`config.mk`:
```
export PLATFORM = sky130hd
export DESIGN_NAME = rgw_regfile_sb
export DESIGN_NICKNAME = d
export VERILOG_FILES = /design/src/rtl/rgw_regfile_sb.sv
export SDC_FILE = /design/constraint.sdc
export NUM_CORES = 2
export LEC_CHECK = 0
export ABC_AREA = 0
export BUFFER_PORTS_ARGS = -buffer_cell sky130_fd_sc_hd__buf_2
export CAP_MARGIN = 20
export CORE_ASPECT_RATIO = 1.1
export CORE_MARGIN = 2
export CORE_UTILIZATION = 35
export CTS_CLUSTER_DIAMETER = 200
export DETAILED_ROUTE_END_ITERATION = 10
export PLACE_DENSITY = 0.58
export SYNTH_ARGS = -nofsm -noshare
export SYNTH_HDL_FRONTEND = slang
export SYNTH_SLANG_ARGS = --single-unit
export TNS_END_PERCENT = 20
```
`constraint.sdc`:
```
create_clock -name clk -period 38.8 [get_ports clk]
set_clock_uncertainty 0.2 [all_clocks]
set_input_delay 7.76 -clock clk [delete_from_list [all_inputs] [get_ports clk]]
set_output_delay 7.76 -clock clk [all_outputs]
set_load 0.01 [all_outputs]
```
`src/rtl/rgw_regfile_sb.sv`:
```
// rgw_regfile_sb: ID-stage register file with two combinational read ports,
// one write port and a per-register busy scoreboard for RAW hazard detection.
// Optional build macro: RGW_REGFILE_BYPASS_EN enables same-cycle write-through
// on both read ports. Without it, reads see only registered state.
//
// Issue/writeback semantics: there is no back-pressure. IssueValid marks
// IssueRegister busy at the next rising edge. RegWrite stores WriteData and
// clears the busy bit of WriteRegister at the same edge. Both are accepted
// every cycle. When both target one register, the issue wins and the
// register stays busy, because a newer producer is in flight.
module rgw_regfile_sb #(
  parameter int DATA_WIDTH = 32,
  parameter int ADDR_WIDTH = 5,
  parameter int ZERO_REG   = 1
) (
  input  logic                  clk,
  input  logic                  rst,
  input  logic                  RegWrite,
  input  logic [ADDR_WIDTH-1:0] WriteRegister,
  input  logic [DATA_WIDTH-1:0] WriteData,
  input  logic                  IssueValid,
  input  logic [ADDR_WIDTH-1:0] IssueRegister,
  input  logic [ADDR_WIDTH-1:0] ReadRegister1,
  input  logic [ADDR_WIDTH-1:0] ReadRegister2,
  output logic [DATA_WIDTH-1:0] ReadData1,
  output logic [DATA_WIDTH-1:0] ReadData2,
  output logic                  Busy1,
  output logic                  Busy2
);

  localparam int NUM_REGS = 2 ** ADDR_WIDTH;
  localparam bit ZeroEn   = (ZERO_REG != 0);

  logic [DATA_WIDTH-1:0] regs [NUM_REGS];
  logic [NUM_REGS-1:0]   busy;
  logic [NUM_REGS-1:0]   busyNext;
  logic                  wrEn;
  logic                  issueEn;

  // Writes and issues to the hardwired zero register are dropped here,
  // so neither storage nor the scoreboard ever sees them.
  always_comb begin
    wrEn    = RegWrite;
    issueEn = IssueValid;
    if (ZeroEn && (WriteRegister == '0)) wrEn = 1'b0;
    if (ZeroEn && (IssueRegister == '0)) issueEn = 1'b0;
  end

  // Storage: asynchronous clear; otherwise a single write per rising edge.
  always_ff @(posedge clk or posedge rst) begin
    if (rst) begin
      for (int i = 0; i < NUM_REGS; i++) regs[i] <= '0;
    end else if (wrEn) begin
      regs[WriteRegister] <= WriteData;
    end
  end

  // Scoreboard next state: the writeback clear is applied first and the
  // issue set second, so a set on the same register overrides the clear.
  always_comb begin
    busyNext = busy;
    if (wrEn) busyNext[WriteRegister] = 1'b0;
    if (issueEn) busyNext[IssueRegister] = 1'b1;
    if (ZeroEn) busyNext[0] = 1'b0;
  end

  // Scoreboard state: asynchronous clear drops every pending producer.
  always_ff @(posedge clk or posedge rst) begin
    if (rst) busy <= '0;
    else     busy <= busyNext;
  end

  // Read port 1: registered data and busy, optional write-through, zero override last.
  always_comb begin
    ReadData1 = regs[ReadRegister1];
    Busy1     = busy[ReadRegister1];
`ifdef RGW_REGFILE_BYPASS_EN
    if (wrEn && (WriteRegister == ReadRegister1)) begin
      ReadData1 = WriteData;
      Busy1     = issueEn && (IssueRegister == ReadRegister1);
    end
`endif
    if (ZeroEn && (ReadRegister1 == '0)) begin
      ReadData1 = '0;
      Busy1     = 1'b0;
    end
  end

  // Read port 2: same structure as port 1.
  always_comb begin
    ReadData2 = regs[ReadRegister2];
    Busy2     = busy[ReadRegister2];
`ifdef RGW_REGFILE_BYPASS_EN
    if (wrEn && (WriteRegister == ReadRegister2)) begin
      ReadData2 = WriteData;
      Busy2     = issueEn && (IssueRegister == ReadRegister2);
    end
`endif
    if (ZeroEn && (ReadRegister2 == '0)) begin
      ReadData2 = '0;
      Busy2     = 1'b0;
    end
  end

endmodule

```
==> summary.md <==
| Metric | Value |
|---|---|
| Commonest non-fill, non-tap cell in the layout | `sky130_fd_sc_hd__mux2_2` |
| Met3 track utilization from global routing | `4.14%` |
| Initial Util | `around a third` |
| Remaining number of nets flagged by the antenna check after routing | `0` |
| Slew at the pin with the worst max-slew slack | `around 1.1 ns` |
| Data arrival at the endpoint of the critical path | `12.49 ns` |
| Top-level port count | `122` |
| Via count of the first global-routing pass | `36562` |
| GR met2 Demand/Resource | `35.1%` |
| Number of failing setup endpoints in the final timing report | `0` |
| Clk_lat worst skew | `0.71 ns` |
| Row Count | `154` |
| CP max-delay cell | `sky130_fd_sc_hd__buf_4` |
| Cell at the root of the clock tree | `sky130_fd_sc_hd__clkbuf_16` |
| Max FO, Critical Path | `57` |
| Gate Count Post-Synth | `3777` |
| Power per standard cell area | `between 50 and 60 mW/mm²` |
| Violation count after the first detailed-routing iteration | `3542` |
| Hold buffers post-CTS | `0` |
| Post-route setup TNS | `0 ns` |
| Antenna violations before repair | `25` |
| Total Die Area | `0.165 mm²` |
| Most used flip-flop cell after synthesis | `sky130_fd_sc_hd__dfrtp_1` |
| Leakage | `26.9 nW` |
| Met1 layer usage reported by global route | `31.3%` |
| Final Routed Wirelength | `186000 µm` |
| Flip-flop and latch count after synthesis | `1055` |
| Launching element of the worst setup path | `ReadRegister2[1]` |
| Slowest stage delay, CP | `approximately 0.89 ns` |
| Worst setup SP type | `input port` |
| Synth Cell Area | `0.0567 mm²` |
| # H-tree levels | `3` |
| Critical register-to-register path startpoint | `regs[409]` |
| FILL cells | `14868` |
| Worst EP required | `~30 ns` |
| Leftover overflow at the end of global routing | `0` |
| Mean area per synthesized cell | `15.0 µm²` |
| Setup Slack @ Placement | `between 15 and 20 ns` |
| Clock buffers created by TritonCTS | `107` |
| Number of gates given a new drive strength after cts | `0` |
| Placer Congestion | `between 0.7 and 0.8` |
| Outcome | `complete, no violations` |
| Average vias per placed instance | `6.13` |
| Core Footprint | `0.161 mm²` |
| Final routed wire length divided by cell count | `31.8 µm` |
| Number of synthesized flops with an enable pin | `0` |
| Setup repair after global routing missed its margin | `false` |
| Most frequent cell on the critical path | `sky130_fd_sc_hd__buf_4` |
| Height of the die | `~430 µm` |
| IO Port Bufs | `121` |
| Kind of cell with the highest combined delay on the critical path | `buffers and inverters` |
| Post-layout worst setup margin | `18.35 ns` |
| Global-route wire length before repair | `between 200000 and 300000 µm` |
| Gr busiest metal | `met2` |
| Number of warnings printed during yosys synthesis | `0` |
| Post-synthesis to final-layout area growth | `10.0%` |
| Buffers inserted by post-CTS timing repair | `0` |
| Max capacitance violation total | `0` |
| Number of max-slew violations in the final report | `0` |
| CTS tree | `built` |
| Achievable Freq | `~49 MHz` |
| Vias | `about 36000` |
| Floorplan die width | `388 µm` |
| Final layout net count | `around 3700` |
| Path category of the worst min-delay check | `reg2reg` |
| Nature of the critical path endpoint | `output port` |
| Share of the yosys chip area belonging to registers | `between 40% and 50%` |
| Number of sinks handled by clock tree synthesis | `1055` |
| Share of flip-flops with an asynchronous set or reset after synthesis | `100%` |
| All-layer global routing usage | `22.4%` |
| Buffers and inverters on the worst path | `5` |
| Placed cell areas | `0.0586 mm²` |
| Cell breakdown of the critical path | `buf_8, buf_4, buf_4, buf_4, mux4_2, mux2i_1, nor2_1, a221oi_1, a21oi_1, buf_2` |
| Ratio of final minimum period to clock period | `52.7%` |
| Number of distinct library cells after synthesis | `54` |
| Pin count of the biggest net entering global routing | `~170` |
| Kind of critical path | `in2out` |
| 1st-pass router iterations | `5` |
| Shortest period the worst path allows | `around 20 ns` |
| Startpoint of the tightest hold check path | `regs[1021]` |
| Number of remaining DRC errors | `0` |
| Deepest clock path buffer count | `3` |
| Proportion of layout cells with a drive suffix above 1 | `50.7%` |
| Worst max-slew margin expressed relative to the limit | `23.9%` |
| Max rail drop VDD | `0.0315 mV` |
| Final Hold Fails | `0` |
| Clock transition at the registers of the reported paths | `about 0.060 ns` |
| Placed wire-length estimate after detailed placement | `approximately 100000 µm` |
| Post-route design area | `0.0624 mm²` |
| Most frequent cells in the layout | `1057 x sky130_fd_sc_hd__mux2_2, 1055 x sky130_fd_sc_hd__dfrtp_1, 426 x sky130_fd_sc_hd__mux4_2` |
| Post-route total power | `3.23 mW` |
| Syn_nets | `3833` |
[per-layer routing]
layer	share of wire [%]	vias up
met2	46	1373
met1	43	19721
met5	0.13	-
met4	3.0	22
li1	-	14338
met3	6.9	299
[cells by family (layout without fill, tap and decap cells)]
kind of cell	count (synthesis)	in the layout	share of synthesized area (%)
multiplexers	1752	1752	43.6
flip-flops	1055	1055	46.6
AND/OR/NAND/NOR	207	207	1.78
buffers and inverters	453	398	4.02
other	0	8	0
AO/OA/AOI/OAI	310	310	4.04
[cells in the mapped netlist, types with 2 or more instances]
| cell type | n | area [µm²] |
|---|---|---|
| sky130_fd_sc_hd__a2111oi_0 | 7 | 61.3 |
| sky130_fd_sc_hd__a211oi_1 | 10 | 75.1 |
| sky130_fd_sc_hd__a21oi_1 | 35 | 175 |
| sky130_fd_sc_hd__a221oi_1 | 57 | 499 |
| sky130_fd_sc_hd__a22o_1 | 44 | 385 |
| sky130_fd_sc_hd__a22oi_1 | 24 | 180 |
| sky130_fd_sc_hd__a31oi_1 | 32 | 200 |
| sky130_fd_sc_hd__a32o_1 | 2 | 20.0 |
| sky130_fd_sc_hd__a32oi_1 | 4 | 35.0 |
| sky130_fd_sc_hd__and2_1 | 4 | 25.0 |
| sky130_fd_sc_hd__buf_1 | 30 | 113 |
| sky130_fd_sc_hd__buf_12 | 6 | 120 |
| sky130_fd_sc_hd__buf_2 | 144 | 721 |
| sky130_fd_sc_hd__buf_4 | 14 | 105 |
| sky130_fd_sc_hd__buf_6 | 28 | 315 |
| sky130_fd_sc_hd__buf_8 | 3 | 45.0 |
| sky130_fd_sc_hd__clkbuf_1 | 212 | 796 |
| sky130_fd_sc_hd__dfrtp_1 | 1055 | 26400 |
| sky130_fd_sc_hd__inv_1 | 15 | 56.3 |
| sky130_fd_sc_hd__mux2_1 | 46 | 518 |
| sky130_fd_sc_hd__mux2_2 | 1057 | 11900 |
| sky130_fd_sc_hd__mux2i_1 | 195 | 1950 |
| sky130_fd_sc_hd__mux4_1 | 28 | 736 |
| sky130_fd_sc_hd__mux4_2 | 426 | 9590 |
| sky130_fd_sc_hd__nand2_1 | 74 | 278 |
| sky130_fd_sc_hd__nand2b_1 | 8 | 50.1 |
| sky130_fd_sc_hd__nand3_1 | 25 | 125 |
| sky130_fd_sc_hd__nand4_1 | 4 | 25.0 |
| sky130_fd_sc_hd__nand4b_1 | 3 | 26.3 |
| sky130_fd_sc_hd__nor2_1 | 44 | 165 |
| sky130_fd_sc_hd__nor2b_1 | 23 | 144 |
| sky130_fd_sc_hd__nor3_1 | 6 | 30.0 |
| sky130_fd_sc_hd__nor3_2 | 4 | 40.0 |
| sky130_fd_sc_hd__nor3b_1 | 2 | 15.0 |
| sky130_fd_sc_hd__o211ai_1 | 7 | 52.6 |
| sky130_fd_sc_hd__o21ai_0 | 20 | 100 |
| sky130_fd_sc_hd__o21ai_1 | 19 | 95.1 |
| sky130_fd_sc_hd__o21bai_2 | 2 | 22.5 |
| sky130_fd_sc_hd__o221ai_1 | 31 | 272 |
| sky130_fd_sc_hd__o22ai_1 | 11 | 68.8 |
| sky130_fd_sc_hd__o31ai_1 | 3 | 22.5 |
[final cells by class]
class | count | area, µm² | share of cell area (%)
tap | 2106 | 2640 | 4.23
antenna | 8 | 20.0 | 0.0321
multi-input combinational | 2269 | 28300 | 45.4
sequential | 1055 | 26400 | 42.3
timing repair buffer | 192 | 1270 | 2.04
clock buffer | 157 | 3190 | 5.12
inverter | 15 | 63.8 | 0.102
clock inverter | 34 | 490 | 0.787
[power by group]
| group | internal [mW] | switching [mW] | leakage [nW] |
|---|---|---|---|
| combinational | 0.391 | 0.266 | 11.6 |
| clock | 0.646 | 0.455 | 1.80 |
| sequential | 1.31 | 0.164 | 13.5 |
| total | 2.35 | 0.885 | 26.9 |
[stage by stage]
stage	hold WS (ns)	utilization, %	std cells
floorplan	0.225	-	3777
global placement	0.163	36.5	5636
detailed placement	0.163	36.5	5636
CTS	0.177	38.8	5827
global route	0.191	38.8	5831
finish	0.176	38.8	5836
[flip-flops by register name, indices dropped and copies added, names as in the netlist]
register  count
regs       1024
busy         31
[worst paths after layout]
kind / to / slack, ns / cells past startpoint
max in group asynchronous: regs[735] / 27.45 / 7
worst max register to register: regs[409] / 37.79 / 1
min in group asynchronous: regs[951] / 7.02 / 2
worst min-delay path: regs[1021] / 0.18 / 0
worst min register to register: regs[1021] / 0.18 / 0
worst max-delay path: ReadData2[23] / 18.35 / 10
Note: power is estimated with default switching activity, not from simulation.
